`config.mk`:
```
export PLATFORM = sky130hd
export DESIGN_NAME = nivel_cxa_monitor
export DESIGN_NICKNAME = d
export VERILOG_FILES = /design/src/rtl/nivel_cxa_monitor.sv
export SDC_FILE = /design/constraint.sdc
export NUM_CORES = 1
export LEC_CHECK = 0
export CAP_MARGIN = 20
export CELL_PAD_IN_SITES_DETAIL_PLACEMENT = 1
export CELL_PAD_IN_SITES_GLOBAL_PLACEMENT = 1
export CORE_UTILIZATION = 42
export DETAILED_ROUTE_END_ITERATION = 6
export PLACE_DENSITY_LB_ADDON = 0.3
export SLEW_MARGIN = 20
export SYNTH_ARGS = -nofsm -noshare
export SYNTH_HDL_FRONTEND = slang
export SYNTH_SLANG_ARGS = --single-unit
```
`constraint.sdc`:
```
create_clock -name CLK -period 2.14 [get_ports CLK]
set_clock_uncertainty 0.05 [all_clocks]
set_input_delay 0.321 -clock CLK [delete_from_list [all_inputs] [get_ports CLK]]
set_output_delay 0.321 -clock CLK [all_outputs]
set_load 0.01 [all_outputs]
```
`src/rtl/nivel_cxa_monitor.sv`:
```
// Tank-level monitor: synchronises, debounces and validates N_SENS thermometer-coded float sensors,
// then drives level/fault/alarm flags and a blinking 7-seg display. Optional macro: NIVEL_CXA_STICKY_FAULT_EN.
module nivel_cxa_monitor #(
  parameter int N_SENS         = 3,
  parameter int DEB_CYCLES     = 1000,
  parameter int BLINK_HALF     = 25000000,
  parameter bit SEG_ACTIVE_LOW = 1'b0
) (
  input  logic                        CLK,
  input  logic                        RST_N,
  input  logic [N_SENS-1:0]           NV,
  output logic [$clog2(N_SENS+1)-1:0] LEVEL,
  output logic                        LEVEL_VLD,
  output logic                        FAULT,
  output logic                        ALARM_LOW,
  output logic                        SEG_A,
  output logic                        SEG_B,
  output logic                        SEG_C,
  output logic                        SEG_D,
  output logic                        SEG_E,
  output logic                        SEG_F,
  output logic                        SEG_G,
  output logic                        SEG_P
);

  localparam int LW    = $clog2(N_SENS + 1);
  localparam int CW    = $clog2(DEB_CYCLES + 1);
  localparam int BW    = $clog2(BLINK_HALF);
  localparam int CLR_K = (N_SENS < 2) ? N_SENS : 2;

  localparam logic [CW-1:0] DEB_LAST   = CW'(DEB_CYCLES - 1);
  localparam logic [CW-1:0] DEB_SAT    = CW'(DEB_CYCLES);
  localparam logic [BW-1:0] BLINK_LAST = BW'(BLINK_HALF - 1);

  localparam logic [1:0] S_INIT   = 2'd0;
  localparam logic [1:0] S_NORMAL = 2'd1;
  localparam logic [1:0] S_LOW    = 2'd2;
  localparam logic [1:0] S_FAULT  = 2'd3;

  // Segment patterns are ordered {a,b,c,d,e,f,g}.
  localparam logic [6:0] PAT_DASH  = 7'b0000001;
  localparam logic [6:0] PAT_F     = 7'b1000111;
  localparam logic [6:0] PAT_BLANK = 7'b0000000;

  function automatic logic [6:0] digit_pat(input logic [3:0] d);
    case (d)
      4'd0:    digit_pat = 7'b1111110;
      4'd1:    digit_pat = 7'b0110000;
      4'd2:    digit_pat = 7'b1101101;
      4'd3:    digit_pat = 7'b1111001;
      4'd4:    digit_pat = 7'b0110011;
      4'd5:    digit_pat = 7'b1011011;
      4'd6:    digit_pat = 7'b1011111;
      4'd7:    digit_pat = 7'b1110000;
      4'd8:    digit_pat = 7'b1111111;
      4'd9:    digit_pat = 7'b1111011;
      default: digit_pat = PAT_BLANK;
    endcase
  endfunction

  logic [N_SENS-1:0] sync1_q, sync1_d, sync2_q, sync2_d;
  logic [N_SENS-1:0] cand_q, cand_d;
  logic [CW-1:0]     cnt_q, cnt_d;
  logic [1:0]        state_q, state_d;
  logic [LW-1:0]     level_q, level_d;
  logic              vld_q, vld_d;
  logic              fault_q, fault_d;
  logic              alarm_q, alarm_d;
  logic [BW-1:0]     blink_cnt_q, blink_cnt_d;
  logic              blink_off_q, blink_off_d;
  logic [7:0]        seg_q, seg_d;

  logic              commit;
  logic              code_valid;
  logic [LW-1:0]     code_k;

  // Debounce: cand tracks the synced vector; the counter saturates one past the commit point.
  always_comb begin
    // NOTE: every signal written here gets a default first, so no path can leave it unassigned and infer a latch.
    sync1_d = NV;
    sync2_d = sync1_q;
    cand_d  = cand_q;
    cnt_d   = cnt_q;
    commit  = (cnt_q == DEB_LAST);
    if (sync2_q != cand_q) begin
      cand_d = sync2_q;
      cnt_d  = '0;
    end else if (cnt_q != DEB_SAT) begin
      cnt_d = cnt_q + CW'(1);
    end
  end

  // A thermometer code has no bit set above a zero: x & (x+1) clears only a run of ones at the bottom.
  always_comb begin
    code_k = '0;
    for (int i = 0; i < N_SENS; i++) begin
      code_k = code_k + LW'(cand_q[i]);
    end
    code_valid = ((cand_q & (cand_q + N_SENS'(1))) == '0);
  end

  always_comb begin
    state_d = state_q;
    level_d = level_q;
    vld_d   = vld_q;
    fault_d = fault_q;
    alarm_d = alarm_q;
    if (commit) begin
      if (code_valid) begin
        level_d = code_k;
        vld_d   = 1'b1;
        if (code_k == '0) begin
          alarm_d = 1'b1;
        end else if (code_k >= LW'(CLR_K)) begin
          alarm_d = 1'b0;
        end
`ifdef NIVEL_CXA_STICKY_FAULT_EN
        if (state_q != S_FAULT) begin
          state_d = (code_k == '0) ? S_LOW : S_NORMAL;
        end
`else
        state_d = (code_k == '0) ? S_LOW : S_NORMAL;
        fault_d = 1'b0;
`endif
      end else begin
        state_d = S_FAULT;
        fault_d = 1'b1;
      end
    end
  end

  always_comb begin
    blink_cnt_d = blink_cnt_q + BW'(1);
    blink_off_d = blink_off_q;
    if (blink_cnt_q == BLINK_LAST) begin
      blink_cnt_d = '0;
      blink_off_d = ~blink_off_q;
    end
  end

  // Display is built from next-state values so it lands on the same edge as LEVEL and the flags.
  always_comb begin
    seg_d = '0;
    case (state_d)
      S_INIT:   seg_d = {PAT_DASH, 1'b0};
      S_NORMAL: seg_d = {digit_pat(4'(level_d)), alarm_d};
      S_LOW:    seg_d = {blink_off_d ? PAT_BLANK : digit_pat(4'd0), alarm_d};
      S_FAULT:  seg_d = {blink_off_d ? PAT_BLANK : PAT_F, alarm_d};
      default:  seg_d = '0;
    endcase
  end

  always_ff @(posedge CLK or negedge RST_N) begin
    if (!RST_N) begin
      sync1_q     <= '0;
      sync2_q     <= '0;
      cand_q      <= '0;
      cnt_q       <= '0;
      state_q     <= S_INIT;
      level_q     <= '0;
      vld_q       <= 1'b0;
      fault_q     <= 1'b0;
      alarm_q     <= 1'b0;
      blink_cnt_q <= '0;
      blink_off_q <= 1'b0;
      seg_q       <= '0;
    end else begin
      // NOTE: non-blocking assignments let every flop sample the pre-edge values, modelling real registers.
      sync1_q     <= sync1_d;
      sync2_q     <= sync2_d;
      cand_q      <= cand_d;
      cnt_q       <= cnt_d;
      state_q     <= state_d;
      level_q     <= level_d;
      vld_q       <= vld_d;
      fault_q     <= fault_d;
      alarm_q     <= alarm_d;
      blink_cnt_q <= blink_cnt_d;
      blink_off_q <= blink_off_d;
      seg_q       <= seg_d;
    end
  end

  assign LEVEL     = level_q;
  assign LEVEL_VLD = vld_q;
  assign FAULT     = fault_q;
  assign ALARM_LOW = alarm_q;
  assign {SEG_A, SEG_B, SEG_C, SEG_D, SEG_E, SEG_F, SEG_G, SEG_P} = seg_q ^ {8{SEG_ACTIVE_LOW}};

endmodule

```
==> impl_metrics.env, run 1 <==
export IMPL_post_cts_setup_driven_buffer_insertion_count=0
export IMPL_crit_path_end_kind="flop"
export IMPL_number_of_different_library_cells_in_the_post_synthesis_netlist=35
export IMPL_setup_tns_ns=0
export IMPL_std_cell_rows=28
export IMPL_crit_type="flop to flop"
export IMPL_worstPathMaxFanout=7
export IMPL_worstHoldPathType="flop to flop"
export IMPL_yosys_warnings=0
export IMPL_clkSlewWorstSetupHoldPaths_ns=0.06
export IMPL_route_detailed_vias_per_inst=5.01
export IMPL_place_ws_ns=0.0283
export IMPL_slew_violations=0
export IMPL_multiInputGateArea_sq_um=1030
export IMPL_synth_area_leaders="sky130_fd_sc_hd__dfrtp_1, sky130_fd_sc_hd__xor2_1, sky130_fd_sc_hd__nor2_1, sky130_fd_sc_hd__xnor2_1, sky130_fd_sc_hd__mux2i_1"
export IMPL_synth_avg_cell_area_sq_um=11.0
export IMPL_syn_cell_area_sq_um=2580
export IMPL_fraction_of_synthesized_cell_area_taken_by_the_top_area_cell_type_pct=58.2
export IMPL_die_w_microns=80.4
export IMPL_num_nets_final=281
export IMPL_postRouteAntennaNets=0
export IMPL_post_dp_hpwl_microns=3540
export IMPL_starting_density_pct=43.6
export IMPL_power_mw=2.13
export IMPL_cts_max_path_buffers=2
export IMPL_vias=1753
export IMPL_critPathLaunchType="flop"
export IMPL_power_per_cell_area_nw_per_um2=679
export IMPL_detailedRoute_firstPassIterationCount=4
export IMPL_final_layout_size_suffix_gt1_share_pct=13.8
export IMPL_wire_length_of_the_first_global_routing_pass_microns=8920
export IMPL_vias_in_the_first_global_route=1880
export IMPL_tritoncts="built"
export IMPL_seq_area_frac_synth_pct=58.2
export IMPL_clkLatencyLatePin_ns=0.33
export IMPL_vdd_ir_drop_worst_uv=541
export IMPL_routedWlPerCell_microns=14.6
export IMPL_layout_area_seq_sq_um=1500
export IMPL_gr_total_overflow=0
export IMPL_grt_start_max_net_pins=27
export IMPL_postSynthRegisterBits=60
export IMPL_number_of_max_capacitance_violations_reported=0
export IMPL_n_fill_cell=648
export IMPL_synthesized_net_count=244
export IMPL_drcViolationCount=0
export IMPL_worst_endpoint_arrival_ns=2.19
export IMPL_cp_required_ns=2.34
export IMPL_tightestPinTransition_ns=0.617
export IMPL_hold_viol=0
export IMPL_finalSetupViolations=0
export IMPL_top_level_ports=18
export IMPL_weighted_congestion_at_the_end_of_routability_driven_global_placement=0.755
export IMPL_synth_area_leader_cell="sky130_fd_sc_hd__dfrtp_1"
export IMPL_place_port_buffers=17
export IMPL_antenna_found_initial=0
export IMPL_core_area_sq_um=5920
export IMPL_cts_buf_count=9
export IMPL_cell_at_the_root_of_the_clock_tree="sky130_fd_sc_hd__clkbuf_8"
export IMPL_worst_hold_slack_ns=0.306
export IMPL_die_area_sq_um=6460
export IMPL_worst_slew_margin_rel_pct=58.8
export IMPL_max_freq_mhz=502
export IMPL_synthCells=235
export IMPL_drt_total_wl_microns=5130
export IMPL_run_status="finished, final reports clean"
export IMPL_layout_min_cycle_time_ns=1.99
export IMPL_antenna_cell_count=0
export IMPL_grt_total_usage_pct=18.7
export IMPL_fin_ws_ns=0.148
export IMPL_regToRegSetupSlack_ns=0.15
export IMPL_timing_final_crit_share_pct=93.1
export IMPL_clock_sink_total=60
export IMPL_drtIter0Drc=53
export IMPL_syn_to_final_growth_pct=21.7
export IMPL_depth_of_the_cts_h_tree=3
export IMPL_leakage_nw=1.46
export IMPL_die_y_microns=80.4
report_power, final:
group / switching [mW] / internal (mW)
Clock: 0.408 / 0.503
Sequential: 0.00979 / 1.15
Combinational: 0.0424 / 0.0250
Total: 0.460 / 1.67
routing by layer:
layer  global-route usage (%)  vias up  share of wire, %  routed length (microns)
li1                         -      853                 -                        -
met1                     22.1      870                45                     2330
met2                     31.3       22                50                     2560
met3                     5.80        8               3.0                      154
met4                     7.50        0               1.7                       85
met5                        0        -                 0                        0
sequential cells by signal, indices dropped and copies added (netlist names):
signal,cells
cand_q,3
sync2_q,3
cnt_q,10
ALARM_LOW,1
blink_off_q,1
blink_cnt_q,25
seg_q,8
state_q,2
FAULT,1
LEVEL,2
sync1_q,3
LEVEL_VLD,1
critical path, cell delays in order, from the launching register on:
cell and delay, ns:
sky130_fd_sc_hd__dfrtp_1 0.37, sky130_fd_sc_hd__nand4_1 0.13, sky130_fd_sc_hd__or4_4 0.44, sky130_fd_sc_hd__nor4_4 0.33, sky130_fd_sc_hd__xor2_2 0.13, sky130_fd_sc_hd__or2_4 0.30
sky130_fd_sc_hd__o21ai_1 0.15
Yosys cell counts (all sizes together):
| cell | count |
|---|---|
| dfrtp | 60 |
| nor2 | 28 |
| nand2 | 21 |
| xor2 | 20 |
| nand3 | 14 |
| inv | 11 |
| xnor2 | 11 |
| o21ai | 10 |
| mux2i | 8 |
| nand4 | 7 |
| and3 | 6 |
| clkbuf | 5 |
| nand2b | 4 |
| ha | 3 |
| nor3 | 3 |
| a21boi | 2 |
| and2 | 2 |
| and4 | 2 |
| nor2b | 2 |
| nor4 | 2 |
| or3 | 2 |
| a21o | 1 |
| a21oi | 1 |
| buf | 1 |
| fa | 1 |
| mux2 | 1 |
| nand3b | 1 |
| nand4b | 1 |
| nor4b | 1 |
| o22ai | 1 |
| o31ai | 1 |
| or2 | 1 |
| or4 | 1 |
logic make-up (layout without fill, tap and decap cells):
group,count (synthesis),after routing,share of synthesized area (%)
and+or+nand+nor,98,98,19.4
muxes,9,9,3.54
DFF,60,60,58.2
adders and majority gates,4,4,2.23
xor gates and xnor gates,31,31,10.5
AOI/OAI and AO/OA,16,16,3.54
buffers and inverters,17,57,2.62
stage by stage:
stage	instance area, sq um	instances	utilization [%]
after floorplan	2580	235	-
after global placement	2930	335	49.5
after detailed placement	2930	335	49.5
after CTS	3120	350	52.7
after global routing	3140	350	53.0
final	3140	350	53.0
repair_timing:
| action | 4_1_cts | 5_1_grt |
|---|---|---|
| gates resized for setup | 1 | 7 |
| hold buffers | 1 | 0 |
| pin swaps | 0 | 1 |
| endpoints found under the hold margin | 24 | 0 |
| endpoints found under the setup margin | 1 | 8 |
layout make-up:
class / count / share of cell area, %
flip-flops and latches: 60 / 47.9
multi-input cells: 158 / 32.9
repair buffers: 32 / 9.32
clock buffers: 13 / 5.38
well taps: 75 / 2.99
inverters: 11 / 1.31
clock inverters: 1 / 0.239
path summary, 6_finish.rpt:
check                                     startpoint                     to  depth (start not counted)
setup / recovery           blink_cnt_q[14]$_DFF_PN0_     seg_q[6]$_DFF_PN0_                          6
hold / removal                  sync1_q[2]$_DFF_PN0_   sync2_q[2]$_DFF_PN0_                          0
setup reg to reg           blink_cnt_q[14]$_DFF_PN0_     seg_q[6]$_DFF_PN0_                          6
hold reg to reg                 sync1_q[2]$_DFF_PN0_   sync2_q[2]$_DFF_PN0_                          0
max in group asynchronous                      RST_N   sync1_q[0]$_DFF_PN0_                          3
min in group asynchronous                      RST_N  cand_q[1]$_DFFE_PN0N_                          2
cell usage in the layout, fill, tap and decap left out, types with 2 or more instances in the layout:
| cell type | n |
|---|---|
| sky130_fd_sc_hd__clkdlybuf4s50_1 | 16 |
| sky130_fd_sc_hd__nor2b_1 | 2 |
| sky130_fd_sc_hd__o21ai_1 | 3 |
| sky130_fd_sc_hd__dfrtp_2 | 2 |
| sky130_fd_sc_hd__dfrtp_1 | 58 |
| sky130_fd_sc_hd__mux2i_1 | 6 |
| sky130_fd_sc_hd__buf_4 | 13 |
| sky130_fd_sc_hd__nand2b_1 | 4 |
| sky130_fd_sc_hd__ha_1 | 3 |
| sky130_fd_sc_hd__nand3_1 | 14 |
| sky130_fd_sc_hd__o21ai_0 | 7 |
| sky130_fd_sc_hd__nand2_1 | 21 |
| sky130_fd_sc_hd__xor2_1 | 19 |
| sky130_fd_sc_hd__and3_1 | 6 |
| sky130_fd_sc_hd__mux2i_2 | 2 |
| sky130_fd_sc_hd__inv_1 | 11 |
| sky130_fd_sc_hd__nand4_1 | 7 |
| sky130_fd_sc_hd__clkbuf_8 | 12 |
| sky130_fd_sc_hd__or3_1 | 2 |
| sky130_fd_sc_hd__nor3_1 | 3 |
| sky130_fd_sc_hd__and2_1 | 2 |
| sky130_fd_sc_hd__and4_1 | 2 |
| sky130_fd_sc_hd__nor2_1 | 28 |
| sky130_fd_sc_hd__xnor2_1 | 11 |
No activity file was read; power rests on OpenSTA's default activity.
==> run 2, diff against run 1 <==
--- a/config.mk
+++ b/config.mk
@@ -11,6 +11,7 @@
 export CORE_UTILIZATION = 42
 export DETAILED_ROUTE_END_ITERATION = 6
 export PLACE_DENSITY_LB_ADDON = 0.3
+export SETUP_SLACK_MARGIN = 0.5
 export SLEW_MARGIN = 20
 export SYNTH_ARGS = -nofsm -noshare
 export SYNTH_HDL_FRONTEND = slang
==> impl_metrics.env, run 2 (same netlist as run 1, synthesis figures left out) <==
export IMPL_run_status="finished, final reports clean"
export IMPL_slew_violations=0
export IMPL_clkSlewWorstSetupHoldPaths_ns=0.08
export IMPL_fin_cells=394
export IMPL_route_detailed_vias_per_inst=5.17
export IMPL_hold_viol=0
export IMPL_die_y_microns=80.4
export IMPL_vias=2036
export IMPL_hp_start="sync1_q[1]$_DFF_PN0_"
export IMPL_layout_min_cycle_time_ns=1.94
export IMPL_die_w_microns=80.4
export IMPL_core_area_sq_um=5920
export IMPL_clock_sink_total=60
export IMPL_weighted_congestion_at_the_end_of_routability_driven_global_placement=0.709
export IMPL_depth_of_the_cts_h_tree=3
export IMPL_timing_final_crit_share_pct=90.6
export IMPL_postRouteAntennaNets=0
export IMPL_wire_length_of_the_first_global_routing_pass_microns=10100
export IMPL_die_area_sq_um=6460
export IMPL_drt_total_wl_microns=7620
export IMPL_std_cell_rows=28
export IMPL_final_layout_size_suffix_gt1_share_pct=39.2
export IMPL_leakage_nw=1.85
export IMPL_postPlaceCellArea_sq_um=2950
export IMPL_top_register="blink_cnt_q"
export IMPL_reg2regPathDepth=9
export IMPL_crit_family="simple AND/OR/NAND/NOR gates"
export IMPL_vdd_ir_drop_worst_uv=525
export IMPL_buffer_and_inverter_count_on_the_worst_path=3
export IMPL_critPathMaxStageDelay_ns=0.42
export IMPL_setup_tns_ns=0
export IMPL_worst_slew_margin_rel_pct=70.6
export IMPL_syn_to_final_growth_pct=47.4
export IMPL_highest_signal_layer="met4"
export IMPL_post_dp_hpwl_microns=3660
export IMPL_antenna_cell_count=0
export IMPL_grt_total_usage_pct=21.1
export IMPL_clkLatencyLatePin_ns=0.35
export IMPL_placed_cells_incl_taps=331
export IMPL_cts_buf_count=9
export IMPL_vias_in_the_first_global_route=2168
export IMPL_largest_register_ffs=25
export IMPL_rsz0062_at_grt="true"
export IMPL_r2r_end="seg_q[4]$_DFF_PN0_"
export IMPL_detailedRoute_firstPassIterationCount=3
export IMPL_power_per_cell_area_nw_per_um2=669
export IMPL_top_level_ports=18
export IMPL_tritoncts="built"
export IMPL_timing_critical_path_cells="nand4b_1, nor3_4, buf_6, buf_12, nor2_1, a21boi_2, buf_4, a21o_1, o21ai_1"
export IMPL_cell_at_the_root_of_the_clock_tree="sky130_fd_sc_hd__clkbuf_8"
export IMPL_rr_startpoint="cnt_q[4]$_DFFE_PN0P_"
export IMPL_wl_met2_microns=4030
export IMPL_drcViolationCount=0
export IMPL_layout_common_cells="sky130_fd_sc_hd__dfrtp_1, sky130_fd_sc_hd__buf_4, sky130_fd_sc_hd__xor2_1, sky130_fd_sc_hd__nand2_1, sky130_fd_sc_hd__nor2_1"
export IMPL_worstHoldPathCells=0
export IMPL_dr_wl_met3_microns=230
export IMPL_most_common_cell_after_layout_fill_and_taps_aside="sky130_fd_sc_hd__dfrtp_1"
export IMPL_worstHoldPathType="flop to flop"
export IMPL_routedWlPerCell_microns=19.3
export IMPL_gr_total_overflow=0
export IMPL_crit_path_end_kind="flop"
export IMPL_critPathLaunchType="flop"
export IMPL_place_port_buffers=17
export IMPL_worst_endpoint_arrival_ns=2.12
export IMPL_tightestPinTransition_ns=0.439
export IMPL_detail_route_wirelength_met1_microns=3130
export IMPL_reg_largest_list="blink_cnt_q x25, cnt_q x10, seg_q x8"
export IMPL_slowest_stage="sky130_fd_sc_hd__dfrtp_1"
export IMPL_timing_hold_worst_endpoint="sync2_q[1]$_DFF_PN0_"
export IMPL_layout_core_utilization_pct=64.3
export IMPL_finalInstanceArea_sq_um=3800
export IMPL_regToRegSetupSlack_ns=0.20
export IMPL_crit_type="flop to flop"
export IMPL_max_freq_mhz=516
export IMPL_cp_required_ns=2.32
export IMPL_starting_density_pct=43.6
export IMPL_number_of_max_capacitance_violations_reported=0
export IMPL_antenna_found_initial=0
export IMPL_drtIter0Drc=88
export IMPL_cts_max_path_buffers=2
export IMPL_num_nets_final=323
export IMPL_finalSetupViolations=0
export IMPL_grt_start_max_net_pins=61
export IMPL_worstPathMaxFanout=5
-- run 2: through the flow --
| step | total power, mW | hold WS [ns] | setup slack [ns] |
|---|---|---|---|
| after floorplan | 1.20 | -0.0246 | 0.137 |
| after global placement | 1.24 | 0.290 | 0.0757 |
| after detailed placement | 1.24 | 0.292 | -0.0317 |
| after CTS | 2.52 | 0.317 | 0.193 |
| after global routing | 2.63 | 0.320 | 0.113 |
| final | 2.55 | 0.309 | 0.201 |
-- run 2: where the power goes --
part | leakage [nW] | total [mW] | internal [mW] | switching, mW
Sequential | 0.793 | 1.15 | 1.14 | 0.00837
Clock | 0.122 | 1.28 | 0.805 | 0.477
Combinational | 0.936 | 0.112 | 0.0476 | 0.0643
Total | 1.85 | 2.55 | 2.00 | 0.549
-- run 2: metal layers --
layer | track usage (%) | vias up
li1 | - | 946
met1 | 23.5 | 1025
met2 | 37.3 | 42
met3 | 6.93 | 23
met4 | 7.86 | 0
met5 | 0 | -
-- run 2: final cells by class --
cell class,count,area [sq um]
Tap cell,75,93.8
Inverter,11,46.3
Clock buffer,10,138
Sequential cell,60,1510
Multi-Input combinational cell,158,1240
Timing Repair Buffer,74,673
Clock inverter,6,111
Fill cell,601,2120
-- run 2: how the worst max path moves through the flow --
stage                             startpoint                 end  slack (ns)  depth (start not counted)
global route            cnt_q[4]$_DFFE_PN0P_  seg_q[4]$_DFF_PN0_        0.11                          9
floorplan           blink_cnt_q[9]$_DFF_PN0_  seg_q[5]$_DFF_PN0_        0.14                          6
global placement        cnt_q[0]$_DFFE_PN0P_  seg_q[3]$_DFF_PN0_        0.08                          7
CTS                 blink_cnt_q[9]$_DFF_PN0_  seg_q[5]$_DFF_PN0_        0.19                          5
detailed placement      cnt_q[0]$_DFFE_PN0P_  seg_q[7]$_DFF_PN0_       -0.03                          7
finish                  cnt_q[4]$_DFFE_PN0P_  seg_q[4]$_DFF_PN0_        0.20                          9
-- run 2: what timing repair did --
action / 4_1_cts / 5_1_grt
buffers inserted: 25 / 21
endpoints found under the hold margin: 60 / 0
gates resized for setup: 29 / 47
hold buffers: 1 / 0
pin swaps: 16 / 13
setup endpoints to repair: 31 / 40
